File: src/rtl/mb_rtu_pkg.sv
// Shared Modbus RTU definitions: function codes, CRC constants, error codes,
// frame-parser states and the byte-wide CRC16 step.
package mb_rtu_pkg;

  localparam logic [7:0]  FUN_RD_HOLD   = 8'h03;
  localparam logic [7:0]  FUN_WR_SINGLE = 8'h06;
  localparam logic [7:0]  FUN_WR_MULTI  = 8'h10;

  localparam logic [15:0] CRC_INIT = 16'hFFFF;
  localparam logic [15:0] CRC_POLY = 16'hA001;

  localparam logic [1:0]  ERR_CRC = 2'd1;
  localparam logic [1:0]  ERR_FUN = 2'd2;
  localparam logic [1:0]  ERR_LEN = 2'd3;

  typedef enum logic [2:0] {
    ST_SYNC,
    ST_IDLE,
    ST_RECV,
    ST_CHECK,
    ST_DISCARD
  } mb_state_e;

  // Reflected CRC16, LSB first, one whole byte per call
  function automatic logic [15:0] crc16_byte(input logic [15:0] crc, input logic [7:0] d);
    logic [15:0] c;
    c = crc ^ {8'h00, d};
    for (int i = 0; i < 8; i++)
      c = c[0] ? ((c >> 1) ^ CRC_POLY) : (c >> 1);
    return c;
  endfunction

endpackage

File: src/rtl/mb_crc16.sv
// Modbus CRC16 accumulator, one byte per clock. clr together with en seeds
// the register with the current byte so a new frame can start without a gap.
module mb_crc16 import mb_rtu_pkg::*; (
  input  logic        clk,
  input  logic        rst_n,
  input  logic        clr,
  input  logic        en,
  input  logic [7:0]  din,
  output logic [15:0] crc
);

  always_ff @(posedge clk or negedge rst_n) begin
    if (!rst_n)   crc <= CRC_INIT;
    else if (en)  crc <= crc16_byte(clr ? CRC_INIT : crc, din);
    else if (clr) crc <= CRC_INIT;
  end

endmodule

File: src/rtl/mb_rtu_rx.sv
// Modbus RTU request receiver: frames by T3.5 silence, checks address,
// function, length and CRC, and streams 0x10 payload bytes as they arrive.
module mb_rtu_rx import mb_rtu_pkg::*; #(
  parameter logic [7:0] SLAVE_ADDR = 8'h01,
  parameter int         T35_CYC    = 200521,
  parameter int         MAX_FRAME  = 256
) (
  input  logic        clk,
  input  logic        rst_n,
  input  logic [7:0]  mb_rxd,
  input  logic        mb_rx_valid,
  output logic        rx_done,
  output logic        rx_err,
  output logic [1:0]  err_code,
  output logic [7:0]  mb_fun,
  output logic [15:0] mb_addr,
  output logic [15:0] mb_num,
  output logic        mb_bcast,
  output logic [7:0]  wr_data,
  output logic        wr_data_valid
);

  localparam int TW = $clog2(T35_CYC + 1);
  localparam int CW = $clog2(MAX_FRAME + 1);
  localparam logic [TW-1:0] T35  = TW'(T35_CYC);
  localparam logic [CW-1:0] CMAX = CW'(MAX_FRAME);

  mb_state_e     state;
  logic [TW-1:0] timer;
  logic [CW-1:0] cnt;
  logic [7:0]    f_fun, f_n;
  logic [15:0]   f_addr, f_num;
  logic          f_bcast;
  logic [15:0]   crc;
  logic          silence, start, crc_en, fun_ok, len_ok, payload;

  assign silence = (timer == T35);
  // IDLE and the single CHECK cycle both accept byte 0 of a new frame
  assign start   = mb_rx_valid && (state == ST_IDLE || state == ST_CHECK);
  assign crc_en  = start || (mb_rx_valid && state == ST_RECV && !silence && cnt != CMAX);

  mb_crc16 u_crc (
    .clk   (clk),
    .rst_n (rst_n),
    .clr   (start),
    .en    (crc_en),
    .din   (mb_rxd),
    .crc   (crc)
  );

  always_ff @(posedge clk or negedge rst_n) begin
    if (!rst_n)           timer <= '0;
    else if (mb_rx_valid) timer <= '0;
    else if (!silence)    timer <= timer + TW'(1);
  end

  always_comb begin
    fun_ok = (f_fun == FUN_RD_HOLD) || (f_fun == FUN_WR_SINGLE) || (f_fun == FUN_WR_MULTI);
    if (f_fun == FUN_WR_MULTI)
      len_ok = (16'(cnt) == 16'd9 + 16'(f_n)) && (16'(f_n) == (f_num << 1)) &&
               (f_num >= 16'd1) && (f_num <= 16'd123);
    else
      len_ok = (16'(cnt) == 16'd8);
    payload = (f_fun == FUN_WR_MULTI) && (cnt >= CW'(7)) &&
              (16'(cnt) <= 16'd6 + 16'(f_n));
  end

  always_ff @(posedge clk or negedge rst_n) begin
    if (!rst_n) begin
      state         <= ST_SYNC;
      cnt           <= '0;
      f_fun         <= '0;
      f_n           <= '0;
      f_addr        <= '0;
      f_num         <= '0;
      f_bcast       <= 1'b0;
      rx_done       <= 1'b0;
      rx_err        <= 1'b0;
      err_code      <= '0;
      mb_fun        <= '0;
      mb_addr       <= '0;
      mb_num        <= '0;
      mb_bcast      <= 1'b0;
      wr_data       <= '0;
      wr_data_valid <= 1'b0;
    end else begin
      rx_done       <= 1'b0;
      rx_err        <= 1'b0;
      wr_data_valid <= 1'b0;
      case (state)
        ST_SYNC: if (silence) state <= ST_IDLE;

        ST_IDLE, ST_CHECK: begin
          if (mb_rx_valid) begin
            cnt     <= CW'(1);
            f_fun   <= '0;
            f_n     <= '0;
            f_addr  <= '0;
            f_num   <= '0;
            f_bcast <= (mb_rxd == 8'h00);
            state   <= (mb_rxd == SLAVE_ADDR || mb_rxd == 8'h00) ? ST_RECV : ST_DISCARD;
          end else begin
            state <= ST_IDLE;
          end
        end

        ST_RECV: begin
          if (silence) begin
            state <= ST_CHECK;
            if (!fun_ok) begin
              rx_err   <= 1'b1;
              err_code <= ERR_FUN;
            end else if (!len_ok) begin
              rx_err   <= 1'b1;
              err_code <= ERR_LEN;
            end else if (crc != 16'h0000) begin
              rx_err   <= 1'b1;
              err_code <= ERR_CRC;
            end else begin
              rx_done  <= 1'b1;
              mb_fun   <= f_fun;
              mb_addr  <= f_addr;
              mb_num   <= f_num;
              mb_bcast <= f_bcast;
            end
          end else if (mb_rx_valid) begin
            if (cnt == CMAX) begin
              state    <= ST_DISCARD;
              rx_err   <= 1'b1;
              err_code <= ERR_LEN;
            end else begin
              cnt <= cnt + CW'(1);
              case (cnt)
                CW'(1): f_fun        <= mb_rxd;
                CW'(2): f_addr[15:8] <= mb_rxd;
                CW'(3): f_addr[7:0]  <= mb_rxd;
                CW'(4): f_num[15:8]  <= mb_rxd;
                CW'(5): f_num[7:0]   <= mb_rxd;
                CW'(6): f_n          <= mb_rxd;
                default: ;
              endcase
              // forwarded before the CRC is known; the consumer commits on rx_done
              if (payload) begin
                wr_data       <= mb_rxd;
                wr_data_valid <= 1'b1;
              end
            end
          end
        end

        ST_DISCARD: if (silence) state <= ST_IDLE;

        default: state <= ST_SYNC;
      endcase
    end
  end

endmodule
File: config.mk
export PLATFORM = sky130hd
export DESIGN_NAME = mb_rtu_rx
export DESIGN_NICKNAME = d
export VERILOG_FILES = /design/src/rtl/mb_rtu_pkg.sv /design/src/rtl/mb_crc16.sv /design/src/rtl/mb_rtu_rx.sv
export SDC_FILE = /design/constraint.sdc
export NUM_CORES = 1
export LEC_CHECK = 0
export ABC_CLOCK_PERIOD_IN_PS = 2710
export CAP_MARGIN = 10
export CORE_UTILIZATION = 52
export DETAILED_ROUTE_END_ITERATION = 8
export GPL_TIMING_DRIVEN = 0
export HOLD_SLACK_MARGIN = 0.02
export PLACE_DENSITY = 0.74
export REMOVE_ABC_BUFFERS = 1
export SYNTH_ARGS = -nofsm -noshare
export SYNTH_HDL_FRONTEND = slang
export SYNTH_SLANG_ARGS = --single-unit
File: constraint.sdc
create_clock -name clk -period 2.71 [get_ports clk]
set_input_delay 0.271 -clock clk [delete_from_list [all_inputs] [get_ports clk]]
set_output_delay 0.271 -clock clk [all_outputs]
set_load 0.01 [all_outputs]
==> impl_metrics.json <==
{
  "outcome": "finished, violations left",
  "violations": "negative setup slack",
  "max_freq_mhz": 368,
  "slew_headroom_pct": 54.9,
  "root_buffer": "clkbuf_16",
  "drt_iter0_markers": 580,
  "fin_area_sq_um": 9470,
  "num_rows": 43,
  "finalClockSkew_ns": 0.0137,
  "synth_largest_area_cell": "dfrtp_1",
  "gp_congestion": 0.900,
  "drv_slew": 0,
  "cts_sinks": 149,
  "synth_common_cells": "dfrtp_1, mux2_2, nor2_1, nand2_1, xnor2_1",
  "cp_data_arrival_time_ns": 3.03,
  "drt-total-wl_microns": 19200,
  "io_buffer_count": 64,
  "crit_required_ns": 3.02,
  "grt_pass1_vias": 5653,
  "hold_violations": 0,
  "vias": 5690,
  "yosysWarnings": 0,
  "post-route-period-util_pct": 100,
  "drtPass1Iterations": 6,
  "synth.top_cell.area_share_pct": 45.0,
  "synth_compound_gate_area_share_pct": 7.60,
  "die_height_microns": 121,
  "pwr-share-comb_pct": 7.4,
  "num_io_pins": 65,
  "swShare_pct": 26.0,
  "clockBufferDepth": 2,
  "power.internal_mw": 3.80,
  "tns_ns": -0.0285,
  "netlist_instances": 651,
  "yosysMostFrequentCell": "dfrtp_1",
  "dieArea_sq_um": 14700,
  "drv_cap": 0,
  "place_hpwl_microns": 11600,
  "cts_buffers": 17,
  "worstMarginPinSlew_ns": 0.677,
  "area_growth_pct": 28.1,
  "p_sw_mw": 1.34,
  "post_dp_cell_area_sq_um": 8200,
  "grt_start_max_net_pins": 99,
  "htreeDepth": 4,
  "seq_area_sq_um": 3760,
  "syn_avg_cell_area_sq_um": 11.4,
  "crit_fanout": 7,
  "grt_pass1_wl_microns": 29400,
  "n_antenna_cell": 0,
  "track_usage_pct": 26.4,
  "gr-total-overflow": 0,
  "fin_ws_ns": -0.00962,
  "wl_per_cell_microns": 20.4,
  "path_class": "reg2reg",
  "reg2reg_from": "f_n[1]",
  "hold_class": "in2async",
  "utilization_pct": 68.2,
  "initial_core_util_pct": 53.2,
  "multi_input_area_sq_um": 3830,
  "cts.clk_slew.worst_paths_ns": 0.07,
  "placeableCoreArea_sq_um": 13900,
  "whs_ns": 0.371,
  "r2r_cells": 9,
  "synth_edf_count": 0,
  "ant_nets": 0,
  "setup_viol": 7,
  "worstSkewPairLatency_ns": 0.43,
  "ir_drop_mv": 0.688,
  "r2r_slack_ns": -0.01,
  "syn_area_sq_um": 7390,
  "via_per_inst": 6.06,
  "fillers": 991,
  "pre_cts_slack_ns": -1.52,
  "seq_power_share_pct": 45.9,
  "clockPowerShare_pct": 46.7,
  "yosys.area_share.simple_pct": 14.3,
  "antenna_found_initial": 0,
  "synthFlopType": "dfrtp_1",
  "cts_tree": "done",
  "drc": 0,
  "start_kind": "flip-flop",
  "seq_area_frac_synth_pct": 50.7,
  "leakage_nw": 4.26,
  "rr_endpoint": "mb_num[15]",
  "synth_top_family_by_area": "simple AND/OR/NAND/NOR gates",
  "synth.area.top_cells": "dfrtp_1, mux2_2, dfstp_2",
  "cp-end-kind": "flip-flop",
  "ys_async_sr_fraction_pct": 100,
  "powerDensity_nw_per_um2": 542,
  "die_x_microns": 121,
  "muxShareOfSynthArea_pct": 14.3,
  "synth_seq_cells": 149,
  "min_period_ns": 2.72,
  "synth.distinct_cells": 57,
  "nets": 775,
  "drive_above_1_share_pct": 31.0,
  "rsz0062_at_grt": "true",
  "synth_xor_area_share_pct": 7.60,
  "synthAdderAreaFrac_pct": 3.05
}
-- cells by family after synthesis --
kind of cell	after synthesis
AND/OR/NAND/NOR	204
XOR/XNOR	61
AO/OA/AOI/OAI	84
adder cells (fa/ha/maj)	18
multiplexers	94
flip-flops	149
buffers and inverters	41
-- metal layers --
layer	GRT usage, %	vias up	part of all wire (%)
met4	11.6	0	2.7
met3	5.12	54	6.1
met5	0	-	0
met2	43.5	244	50
met1	33.7	2877	41
li1	-	2515	-
-- through the flow --
step	instances	power, mW
floorplan	623	2.61
global placement	867	2.73
detailed placement	869	2.75
CTS	918	5.16
global route	939	5.30
finish	939	5.13
-- power by group through the flow --
stage | clock [mW] | sequential (mW) | combinational (mW)
2_1_floorplan | 0 | 2.37 | 0.233
3_3_place_gp | 0 | 2.39 | 0.336
3_5_place_dp | 0 | 2.39 | 0.358
4_1_cts | 2.44 | 2.35 | 0.370
5_1_grt | 2.53 | 2.36 | 0.414
6_report | 2.40 | 2.35 | 0.379
-- worst max-delay path by stage --
stage | start | to | slack [ns] | cells after the start
5_1_grt | f_n[1] | mb_num[15] | -0.09 | 9
2_1_floorplan | f_n[0] | mb_addr[0] | -1.07 | 8
6_report | f_n[1] | mb_num[15] | -0.01 | 9
3_3_place_gp | rst_n | mb_num[10] | -4.37 | 1
3_5_place_dp | mb_rx_valid | u_crc.crc[0] | -1.52 | 8
4_1_cts | f_n[0] | mb_fun[1] | -0.03 | 9
-- worst max-delay path: stages, from the launching register on --
cell,delay (ns)
dfrtp_2,0.47
ha_2,0.24
a21oi_1,0.12
or3_1,0.39
a22oi_2,0.22
nand3_2,0.12
nor4bb_4,0.38
o21ai_4,0.17
clkbuf_16,0.20
mux2_4,0.29
-- flip-flops by register name, summed over array words and instances, names as in the netlist --
signal,cells
timer,18
mb_fun,8
err_code,2
f_addr,16
f_n,8
wr_data,8
rx_done,1
mb_num,16
mb_addr,16
cnt,9
state,3
mb_bcast,1
f_num,16
wr_data_valid,1
f_fun,8
u_crc.crc,16
f_bcast,1
rx_err,1
-- area by class of cell --
class / instances / area share, %
clock buffer: 18 / 4.64
clock inverter: 14 / 1.67
inverter: 13 / 0.515
multi-input combinational: 465 / 40.5
sequential: 149 / 39.7
tap: 180 / 2.38
timing repair buffer: 100 / 10.6
-- cell usage in the layout, fill, tap and decap left out, drive strengths merged, types with 5 or more instances in the layout --
| cell | instances |
|---|---|
| inv | 22 |
| xor2 | 23 |
| nand4 | 10 |
| xnor2 | 36 |
| nand3 | 17 |
| nand2 | 43 |
| ha | 18 |
| clkbuf | 19 |
| nor4 | 13 |
| o21ai | 25 |
| nor2 | 48 |
| and2 | 5 |
| clkdlybuf4s50 | 62 |
| nor3 | 17 |
| or3 | 6 |
| a31oi | 5 |
| mux2 | 94 |
| o22ai | 5 |
| a21oi | 27 |
| dfstp | 16 |
| dfrtp | 133 |
| buf | 35 |
| nor3b | 6 |
| and3 | 14 |
-- what timing repair did --
action                                 4_1_cts  5_1_grt
setup endpoints to repair                  108      111
cloned                                       2        4
gates resized for setup                     42       34
pin swaps                                   10       12
endpoints found under the hold margin       39        0
buffers inserted                            14       19
hold buffers                                 1        0
No activity file was read; power rests on OpenSTA's default activity.
